**src/rtl/sipo_deser.sv**
```systemverilog
// rtl/sipo_deser.sv - serial-in parallel-out deserializer with frame realignment and overrun flag
//
// Collects WIDTH serial bits into a word and presents it through a one-entry
// holding register with a valid/ready handshake.
//
// Ports:
//   clk          system clock, rising edge
//   rst          asynchronous active-high reset
//   serial_in    serial data bit
//   serial_valid serial_in is sampled on this edge only when high
//   frame_start  with serial_valid, current bit becomes bit 0 of a new word
//   data_out     held word
//   data_valid   holding register contains an unconsumed word
//   data_ready   consumer accepts data_out when data_valid is also high
//   bit_cnt      bits accumulated in the current partial word
//   overrun      sticky, a completed word was dropped
//   overrun_clr  clears overrun on the next edge
module sipo_deser #(
  parameter int WIDTH     = 8,
  parameter int LSB_FIRST = 1
) (
  input  logic                     clk,
  input  logic                     rst,
  input  logic                     serial_in,
  input  logic                     serial_valid,
  input  logic                     frame_start,
  output logic [WIDTH-1:0]         data_out,
  output logic                     data_valid,
  input  logic                     data_ready,
  output logic [$clog2(WIDTH)-1:0] bit_cnt,
  output logic                     overrun,
  input  logic                     overrun_clr
);

  localparam int              CW       = $clog2(WIDTH);
  localparam logic [CW-1:0]   LAST_IDX = CW'(WIDTH - 1);
  localparam logic [CW-1:0]   ONE_IDX  = CW'(1);

  logic [WIDTH-1:0] shift_q, shift_d;
  logic [CW-1:0]    cnt_q, cnt_d;
  logic [WIDTH-1:0] data_q, data_d;
  logic             valid_q, valid_d;
  logic             ovr_q, ovr_d;

  logic [WIDTH-1:0] shifted;
  logic [WIDTH-1:0] first_word;
  logic             realign;
  logic             complete;
  logic             hold_free;
  logic             pop;

  // Shift register after taking the current bit; on a completing edge this
  // is the finished word, current bit included.
  always_comb begin
    shifted    = '0;
    first_word = '0;
    if (LSB_FIRST != 0) begin
      shifted    = {serial_in, shift_q[WIDTH-1:1]};
      first_word = {serial_in, {(WIDTH-1){1'b0}}};
    end else begin
      shifted    = {shift_q[WIDTH-2:0], serial_in};
      first_word = {{(WIDTH-1){1'b0}}, serial_in};
    end
  end

  // Realignment outranks completion when both land on the same bit.
  assign realign   = serial_valid & frame_start;
  assign complete  = serial_valid & ~frame_start & (cnt_q == LAST_IDX);
  assign hold_free = ~valid_q | data_ready;
  assign pop       = valid_q & data_ready;

  always_comb begin
    shift_d = shift_q;
    cnt_d   = cnt_q;
    data_d  = data_q;
    valid_d = valid_q;
    ovr_d   = ovr_q;

    if (realign) begin
      shift_d = first_word;
      cnt_d   = ONE_IDX;
    end else if (complete) begin
      shift_d = '0;
      cnt_d   = '0;
    end else if (serial_valid) begin
      shift_d = shifted;
      cnt_d   = cnt_q + ONE_IDX;
    end

    // A same-edge pop frees the slot, so the new word simply replaces the old.
    if (complete && hold_free) begin
      data_d  = shifted;
      valid_d = 1'b1;
    end else if (pop) begin
      valid_d = 1'b0;
    end

    // Setting wins over a simultaneous clear.
    if (complete && !hold_free) begin
      ovr_d = 1'b1;
    end else if (overrun_clr) begin
      ovr_d = 1'b0;
    end
  end

  always_ff @(posedge clk or posedge rst) begin
    if (rst) begin
      shift_q <= '0;
      cnt_q   <= '0;
      data_q  <= '0;
      valid_q <= 1'b0;
      ovr_q   <= 1'b0;
    end else begin
      shift_q <= shift_d;
      cnt_q   <= cnt_d;
      data_q  <= data_d;
      valid_q <= valid_d;
      ovr_q   <= ovr_d;
    end
  end

  assign data_out   = data_q;
  assign data_valid = valid_q;
  assign bit_cnt    = cnt_q;
  assign overrun    = ovr_q;

endmodule

```
**config.mk**
```make
export PLATFORM = sky130hd
export DESIGN_NAME = sipo_deser
export DESIGN_NICKNAME = d
export VERILOG_FILES = /design/src/rtl/sipo_deser.sv
export SDC_FILE = /design/constraint.sdc
export NUM_CORES = 1
export LEC_CHECK = 0
export ABC_AREA = 1
export CORE_ASPECT_RATIO = 1.2
export CORE_UTILIZATION = 35
export DETAILED_ROUTE_END_ITERATION = 12
export PLACE_DENSITY = 0.56
export SLEW_MARGIN = 20
export SYNTH_ARGS = -nofsm -noshare
export SYNTH_HDL_FRONTEND = slang
export SYNTH_SLANG_ARGS = --single-unit
```
**constraint.sdc**
```tcl
create_clock -name clk -period 1.5 [get_ports clk]
set_clock_uncertainty 0.1 [all_clocks]
set_input_delay 0.225 -clock clk [delete_from_list [all_inputs] [get_ports clk]]
set_output_delay 0.225 -clock clk [all_outputs]
set_load 0.02 [all_outputs]
```
# Yosys cells after proc, flatten, opt, wreduce, memory -nomap -nowiden
# Index checks and enable logic that the tools add are counted.
# op_classes
n_addsub	1
n_eq_ne	1
muxes	10
n_bitwise	7
reduce_logical	6
# op_table
op	count
$mux 8	3
$mux 3	3
$and 1x1->1	4
$mux 1	4
$reduce_bool 2->1	2
$add 3x1->3 const B	1
$eq 3x3->1 const B	1
$reduce_bool 3->1	1
$logic_and 1x1->1	2
$not 1->1	2
$logic_not 1->1	1
$or 1x1->1	1
# word_totals
register_bits	21
word_cells	30

# Logic depth before layout (Yosys ltp)
# Gate-level depths: netlist of the first run.
# depth
depth_word	5
depth_mapped	6

# Worst setup path before layout of the first run
# Ideal clock, no wire load.
# synth_path
kind	flip-flop to flip-flop
from	reg cnt_q[1] (netlist: bit_cnt[1])
to	reg data_q[0] (netlist: data_out[0])
setup_time_ns	0.117
t_arrival_ns	1.199
path_slack_ns	0.084
path_stages_with_launch	7
path_buffers	1
synth_period_minus_slack_ns	1.416
path_cell_list	dfrtp_1 -> ha_1 -> ha_1 -> buf_2 -> nand3_4 -> nand2_1 -> nand2_1
# synth_via
elab_chain_cells	3
# synth_lines
item	line_no	rtl
start, declared	40	logic [CW-1:0] cnt_q, cnt_d;
start signal, assigned	115	cnt_q <= cnt_d;
$eq 3x3->1	68	assign complete = serial_valid & ~frame_start & (cnt_q == LAST_IDX);
$and 1x1->1	68	
$logic_and 1x1->1	91	if (complete && hold_free) begin
end signal, assigned	116	data_q <= data_d;
end, declared	41	logic [WIDTH-1:0] data_q, data_d;
# Every way passes these cells.
# A chain may end at the register's enable or synchronous reset.

# Final worst setup path of the first run
# layout_path
from	reg cnt_q[0] (netlist: bit_cnt[0])
to	reg data_q[2] (netlist: data_out[2])
# Same word-level chain as after synthesis.

==> results of run 1 <==
worst max-delay path, stage by stage (launching register included):
cell,delay (ns)
sky130_fd_sc_hd__dfrtp_1,0.42
sky130_fd_sc_hd__ha_1,0.21
sky130_fd_sc_hd__ha_1,0.22
sky130_fd_sc_hd__buf_12,0.15
sky130_fd_sc_hd__nand3_4,0.11
sky130_fd_sc_hd__nand2_1,0.07
sky130_fd_sc_hd__nand2_1,0.06
metrics by stage:
step	util [%]	worst slack (ns)	cells	power [uW]
after floorplan	-	0.0843	92	742
after global placement	49.4	0.0787	145	860
after detailed placement	49.4	0.0668	145	868
after CTS	50.3	0.0861	149	1160
after global routing	50.3	0.00900	149	1200
final	50.3	0.110	149	1140
cell families (layout without fill, tap and decap cells):
kind of cell,after synthesis,count (layout),share of synthesized area (%)
simple gates,58,58,32.5
flops,20,20,57.3
buf+inv,10,36,5.87
fa+ha+maj,2,2,2.86
compound gates,2,2,1.43
worst max-delay path by stage:
stage / slack (ns) / endpoint
final: 0.11 / data_out[2]$_DFFE_PP0P_
after CTS: 0.09 / data_out[2]$_DFFE_PP0P_
after global routing: 0.009 / shift_q[1]$_DFFE_PP0P_
after detailed placement: 0.07 / data_out[2]$_DFFE_PP0P_
after floorplan: 0.08 / data_out[0]$_DFFE_PP0P_
after global placement: 0.08 / data_out[1]$_DFFE_PP0P_
area by class of cell:
class	instances	area (um^2)
clock buffers	4	36.3
repair buffers	26	251
well taps	31	38.8
inverters	6	22.5
multi-input cells	62	322
fillers	254	1160
flip-flops and latches	20	500
Yosys cell counts:
library cell | n | area, um^2
sky130_fd_sc_hd__ha_1 | 2 | 25.0
sky130_fd_sc_hd__o21ai_1 | 1 | 5.00
sky130_fd_sc_hd__dfrtp_1 | 20 | 500
sky130_fd_sc_hd__nor2_8 | 1 | 20.0
sky130_fd_sc_hd__buf_2 | 2 | 10.0
sky130_fd_sc_hd__nand2_1 | 40 | 150
sky130_fd_sc_hd__inv_2 | 1 | 3.75
sky130_fd_sc_hd__buf_6 | 1 | 11.3
sky130_fd_sc_hd__a22oi_1 | 1 | 7.51
sky130_fd_sc_hd__nand4_2 | 1 | 12.5
sky130_fd_sc_hd__nand3_1 | 8 | 40.0
sky130_fd_sc_hd__inv_1 | 5 | 18.8
sky130_fd_sc_hd__buf_4 | 1 | 7.51
sky130_fd_sc_hd__nand3_4 | 1 | 17.5
sky130_fd_sc_hd__nand4_1 | 7 | 43.8
sequential cells by signal, summed over array words and instances, names as in the netlist:
register	flops
data_valid	1
overrun	1
data_out	8
shift_q	7
bit_cnt	3
power breakdown:
group / leakage [uW] / total (uW) / internal [uW] / switching (uW)
clock: 0.0000210 / 310 / 148 / 162
combinational: 0.000389 / 217 / 92.7 / 124
sequential: 0.000270 / 609 / 582 / 27.7
routing by layer:
layer | GRT usage, % | up-vias | part of all wire [%]
met5 | 0 | - | 0
met4 | 7.14 | 0 | 0.96
met3 | 2.89 | 2 | 3.6
met2 | 26.0 | 13 | 51
met1 | 17.8 | 344 | 45
li1 | - | 351 | -
what timing repair did:
action / in CTS / in global routing
endpoints found under the setup margin: 13 / 0
buffers inserted: 0 / 0
resized for setup: 13 / 0
==> metrics.csv, run 1 <==
metric,value,unit
top achievable clock speed,719,MHz
syn_nets,101,
ports placed on the boundary,20,
TritonCTS clock tree,yes,
endpoint required time on the critical path,1.65,ns
Antenna Cells,0,
total count of max-transition violations in the final report,0,
routed length per instance,11.1,um
Final Hold Vio Count,0,
number of buffers added by the clock tree synthesis step,3,
placeable core region,0.00233,mm^2
antenna violations before repair,0,
ratio of routed vias to standard cells,4.77,
"leading cell type in the layout, fill and taps excluded",sky130_fd_sc_hd__nand2_1,
Final #Nets,128,
clock transition at the registers of the reported paths,0.11,ns
GR Util All Layers,15.4,%
remaining global-route overflow,0,
initial core utilization,37.5,%
min cycle time layout,1.39,ns
r2r endpoint,data_out[2]$_DFFE_PP0P_,
Synth Cell Area,873,um^2
dpl cell area,0.00115,mm^2
Clock Root Buffer,sky130_fd_sc_hd__clkbuf_4,
TritonCTS sink count,20,
via count of the first global-routing pass,745,
global placer's final weighted congestion,0.775,
post-route cell area,0.00117,mm^2
post-synthesis area per instance,9.49,um^2
number of standard cells after synthesis,92,
DRT Pass-1 Iters,5,
final routed DRC violation total,0,
clock latency at the later pin of the worst-skew pair,0.30,ns
leakage power total,0.000680,uW
normalized max-slew margin,82.7,%
drt initial violations,3,
"top library cells by usage in the layout, fill and taps aside","40 x sky130_fd_sc_hd__nand2_1, 20 x sky130_fd_sc_hd__dfrtp_1, 13 x sky130_fd_sc_hd__dlygate4sd2_1",
cell count of the worst reg-to-reg path,6,
largest buffer count on any clock path,2,
setup violation total in the final timing report,0,
total negative slack for setup checks,0,ns
CTS hold repair buffers,0,
die footprint,0.00270,mm^2
H-tree depth reported by CTS,1,
antenna-violating nets left,0,
max-cap viol count,0,
Total Routed Length,1660,um
number of placement rows,19,
first-pass GRT wire length,3030,um
pwr/cell area,971,mW/mm^2
kind of path behind the tightest hold check,in -> async,
count of buffers inserted at the top-level ports,19,
Max IR drop VDD,0.499,mV
"Worst Path Class, Setup",reg -> reg,
portion of the post-synthesis area used by sequential elements,57.3,%
outcome,"complete, no violations",
Seq cells post-synth,20,
horizontal extent of the die,47.6,um
maximum number of pins on one net before global-route repair,21,
final worst-path cycle share,92.7,%
capturing element type of the critical path,flip-flop,
data arrival time at the worst-slack endpoint,1.54,ns
vias,710,
RSZ-0062 raised after global routing,false,
floorplan die height,56.7,um
count of distinct cell types in the synthesized netlist,15,
worst hold slack,0.133,ns
post-DP HPWL,1260,um
fraction of layout cells with a size suffix above 1,12.7,%
"critical path fanouts, max",10,
total number of yosys warnings,0,
Setup crit start kind,flip-flop,
start point of the critical path,bit_cnt[0]$_DFFE_PP0P_,
Worst-Margin Slew,0.259,ns
Crit Reg-Reg Startpoint,bit_cnt[0]$_DFFE_PP0P_,
area added between synthesis and finish,34.1,%
setup slack of the worst register-to-register path,0.11,ns
No activity file was read; power rests on OpenSTA's default activity.
==> run 2, diff against run 1 <==
- CTS_CLUSTER_DIAMETER: unset -> 50
- PLACE_DENSITY: 0.56 -> 0.58
- clock period: 1.5 -> 1.2 ns (I/O delays scaled with it)
==> run 2 against run 1 <==
The run now ends with setup timing left. Critical path depth decreased by 1. Die area unchanged. Sequential cell count is the same. Combinational power increased by 62%. Sequential share of layout area down 2.8 points. Final area up 7.6%. Non-clock buffer count increased by 7. Clock power is 31% higher. Maximum frequency increased by 8.0%. Global-route usage grew 1.0 points. Critical endpoint is now data_out[1]$_DFFE_PP0P_.
==> metrics.csv, run 2 (same netlist as run 1, synthesis figures left out) <==
metric,value,unit,change
final worst setup slack,-0.0876,ns,was 0.110 ns
Max IR drop VDD,0.879,mV,was 0.499 mV
leakage power total,0.000696,uW,was 0.000680 uW
global placer's final weighted congestion,0.706,,was 0.775
count of buffer and inverter cells on the critical path,1,,unchanged
floorplan die height,56.7,um,unchanged
horizontal extent of the die,47.6,um,unchanged
GR Util All Layers,16.4,%,was 15.4%
Worst-Margin Slew,0.209,ns,was 0.259 ns
RSZ-0062 raised after global routing,true,,was false
maximum number of pins on one net before global-route repair,21,,unchanged
number of flip-flops under the largest register name,8,,unchanged
"critical path fanouts, max",7,,was 10
data arrival time at the worst-slack endpoint,1.40,ns,was 1.54 ns
number of fill cells,237,,was 254
area added between synthesis and finish,44.3,%,was 34.1%
fraction of layout cells with a size suffix above 1,38.4,%,was 12.7%
first-pass GRT wire length,3240,um,was 3030 um
initial core utilization,37.5,%,unchanged
top achievable clock speed,777,MHz,was 719 MHz
clock transition at the registers of the reported paths,0.12,ns,was 0.11 ns
Antenna Cells,0,,unchanged
CP Cell Sequence,ha_4 -> ha_4 -> buf_12 -> nand4_1 -> nand2_1,,was ha_1 -> ha_1 -> buf_12 -> nand3_4 -> nand2_1 -> nand2_1
antenna violations before repair,0,,unchanged
"leading cell type in the layout, fill and taps excluded",sky130_fd_sc_hd__nand2_1,,unchanged
capturing element type of the critical path,flip-flop,,unchanged
TritonCTS clock tree,yes,,unchanged
max-cap viol count,0,,unchanged
count of buffers inserted at the top-level ports,19,,unchanged
setup violation total in the final timing report,15,,was 0
Clock Root Buffer,sky130_fd_sc_hd__clkbuf_4,,unchanged
drt initial violations,30,,was 3
number of buffers added by the clock tree synthesis step,3,,unchanged
normalized max-slew margin,86.0,%,was 82.7%
final worst-path cycle share,107,%,was 92.7%
CTS hold repair buffers,0,,unchanged
clock latency at the later pin of the worst-skew pair,0.30,ns,about the same
post-DP HPWL,1240,um,was 1260 um
worst hold slack,0.0753,ns,was 0.133 ns
pwr/cell area,1210,mW/mm^2,was 971 mW/mm^2
ports placed on the boundary,20,,unchanged
DRT Pass-1 Iters,4,,was 5
ratio of routed vias to standard cells,4.67,,was 4.77
Total Routed Length,1750,um,was 1660 um
routed length per instance,11.2,um,was 11.1 um
kind of path behind the tightest hold check,in -> async,,unchanged
TritonCTS sink count,20,,unchanged
Final #Nets,135,,was 128
endpoint required time on the critical path,1.31,ns,was 1.65 ns
outcome,finished with violations,,"was complete, no violations"
via count of the first global-routing pass,741,,was 745
final routed DRC violation total,0,,unchanged
total count of max-transition violations in the final report,0,,unchanged
die footprint,0.00270,mm^2,unchanged
"top library cells by usage in the layout, fill and taps aside","38 x sky130_fd_sc_hd__nand2_1, 18 x sky130_fd_sc_hd__dfrtp_1, 13 x sky130_fd_sc_hd__buf_4",,"was 40 x sky130_fd_sc_hd__nand2_1, 20 x sky130_fd_sc_hd__dfrtp_1, 13 x sky130_fd_sc_hd__dlygate4sd2_1"
violations in the final reports,setup timing,,
"Largest delay share family, worst path",flip-flops,,was adder cells
largest buffer count on any clock path,2,,unchanged
number of placement rows,19,,unchanged
min cycle time layout,1.29,ns,was 1.39 ns
placeable core region,0.00233,mm^2,unchanged
H-tree depth reported by CTS,1,,unchanged
highest cell delay on the worst timing path,0.45,ns,was 0.42 ns
remaining global-route overflow,0,,unchanged
"Worst Path Class, Setup",reg -> reg,,unchanged
Setup crit start kind,flip-flop,,unchanged
"Max stage delay cell, worst path",sky130_fd_sc_hd__dfrtp_2,,was sky130_fd_sc_hd__dfrtp_1
worst setup timing slack at the placement stage,-0.189,ns,was 0.0668 ns
vias,728,,was 710
total negative slack for setup checks,-0.675,ns,was 0 ns
antenna-violating nets left,0,,unchanged
Final Hold Vio Count,0,,unchanged
Crit path top cell by count,sky130_fd_sc_hd__ha_4,,
## run 2: worst paths after layout
check                                   startpoint                 endpoint  slack [ns]  cells past startpoint
setup / recovery            bit_cnt[0]$_DFFE_PP0P_  data_out[1]$_DFFE_PP0P_       -0.09                      5
hold / removal                                 rst  data_out[6]$_DFFE_PP0P_        0.08                      3
setup reg to reg            bit_cnt[0]$_DFFE_PP0P_  data_out[1]$_DFFE_PP0P_       -0.09                      5
hold reg to reg            data_out[4]$_DFFE_PP0P_  data_out[4]$_DFFE_PP0P_        0.38                      2
max in group asynchronous                      rst   bit_cnt[0]$_DFFE_PP0P_        0.78                      3
min in group clk                       overrun_clr      overrun$_DFFE_PP0P_        0.36                      4
## run 2: layout make-up
class	count	area (um^2)	area share, %
Inverter	6	27.5	2.18
Tap cell	31	38.8	3.08
Multi-Input combinational cell	62	382	30.3
Timing Repair Buffer	33	273	21.6
Clock buffer	4	36.3	2.88
Sequential cell	20	503	39.9
## run 2: stage by stage
| step | cell area, um^2 | std cells | power (uW) | utilization (%) |
|---|---|---|---|---|
| 3_5_place_dp | 1250 | 152 | 1150 | 53.5 |
| 4_1_cts | 1260 | 156 | 1540 | 54.0 |
| 3_3_place_gp | 1250 | 152 | 1140 | 53.5 |
| 2_1_floorplan | 910 | 92 | 952 | - |
| 5_1_grt | 1260 | 156 | 1600 | 54.1 |
| 6_report | 1260 | 156 | 1520 | 54.1 |
## run 2: what timing repair did
item | CTS | global route
setup buffers | 0 | 0
endpoints found under the hold margin | 0 | 0
gates resized for setup | 62 | 1
endpoints found under the setup margin | 29 | 20
pin swaps | 20 | 3
## run 2: tightest hold or removal path: cells and delay by family
family | cells | cell delay (ns)
buffers and inverters | 3 | 0.65
## run 2: routing by layer
metal | global-route usage [%] | wire length [um]
met5 | 0 | 0
met1 | 23.4 | 797
met2 | 24.5 | 850
met3 | 1.93 | 87
met4 | 7.14 | 16
## run 2: power breakdown
| part | switching (uW) | total, uW | internal, uW |
|---|---|---|---|
| Combinational | 183 | 351 | 168 |
| Sequential | 38.4 | 767 | 729 |
| Clock | 221 | 406 | 185 |
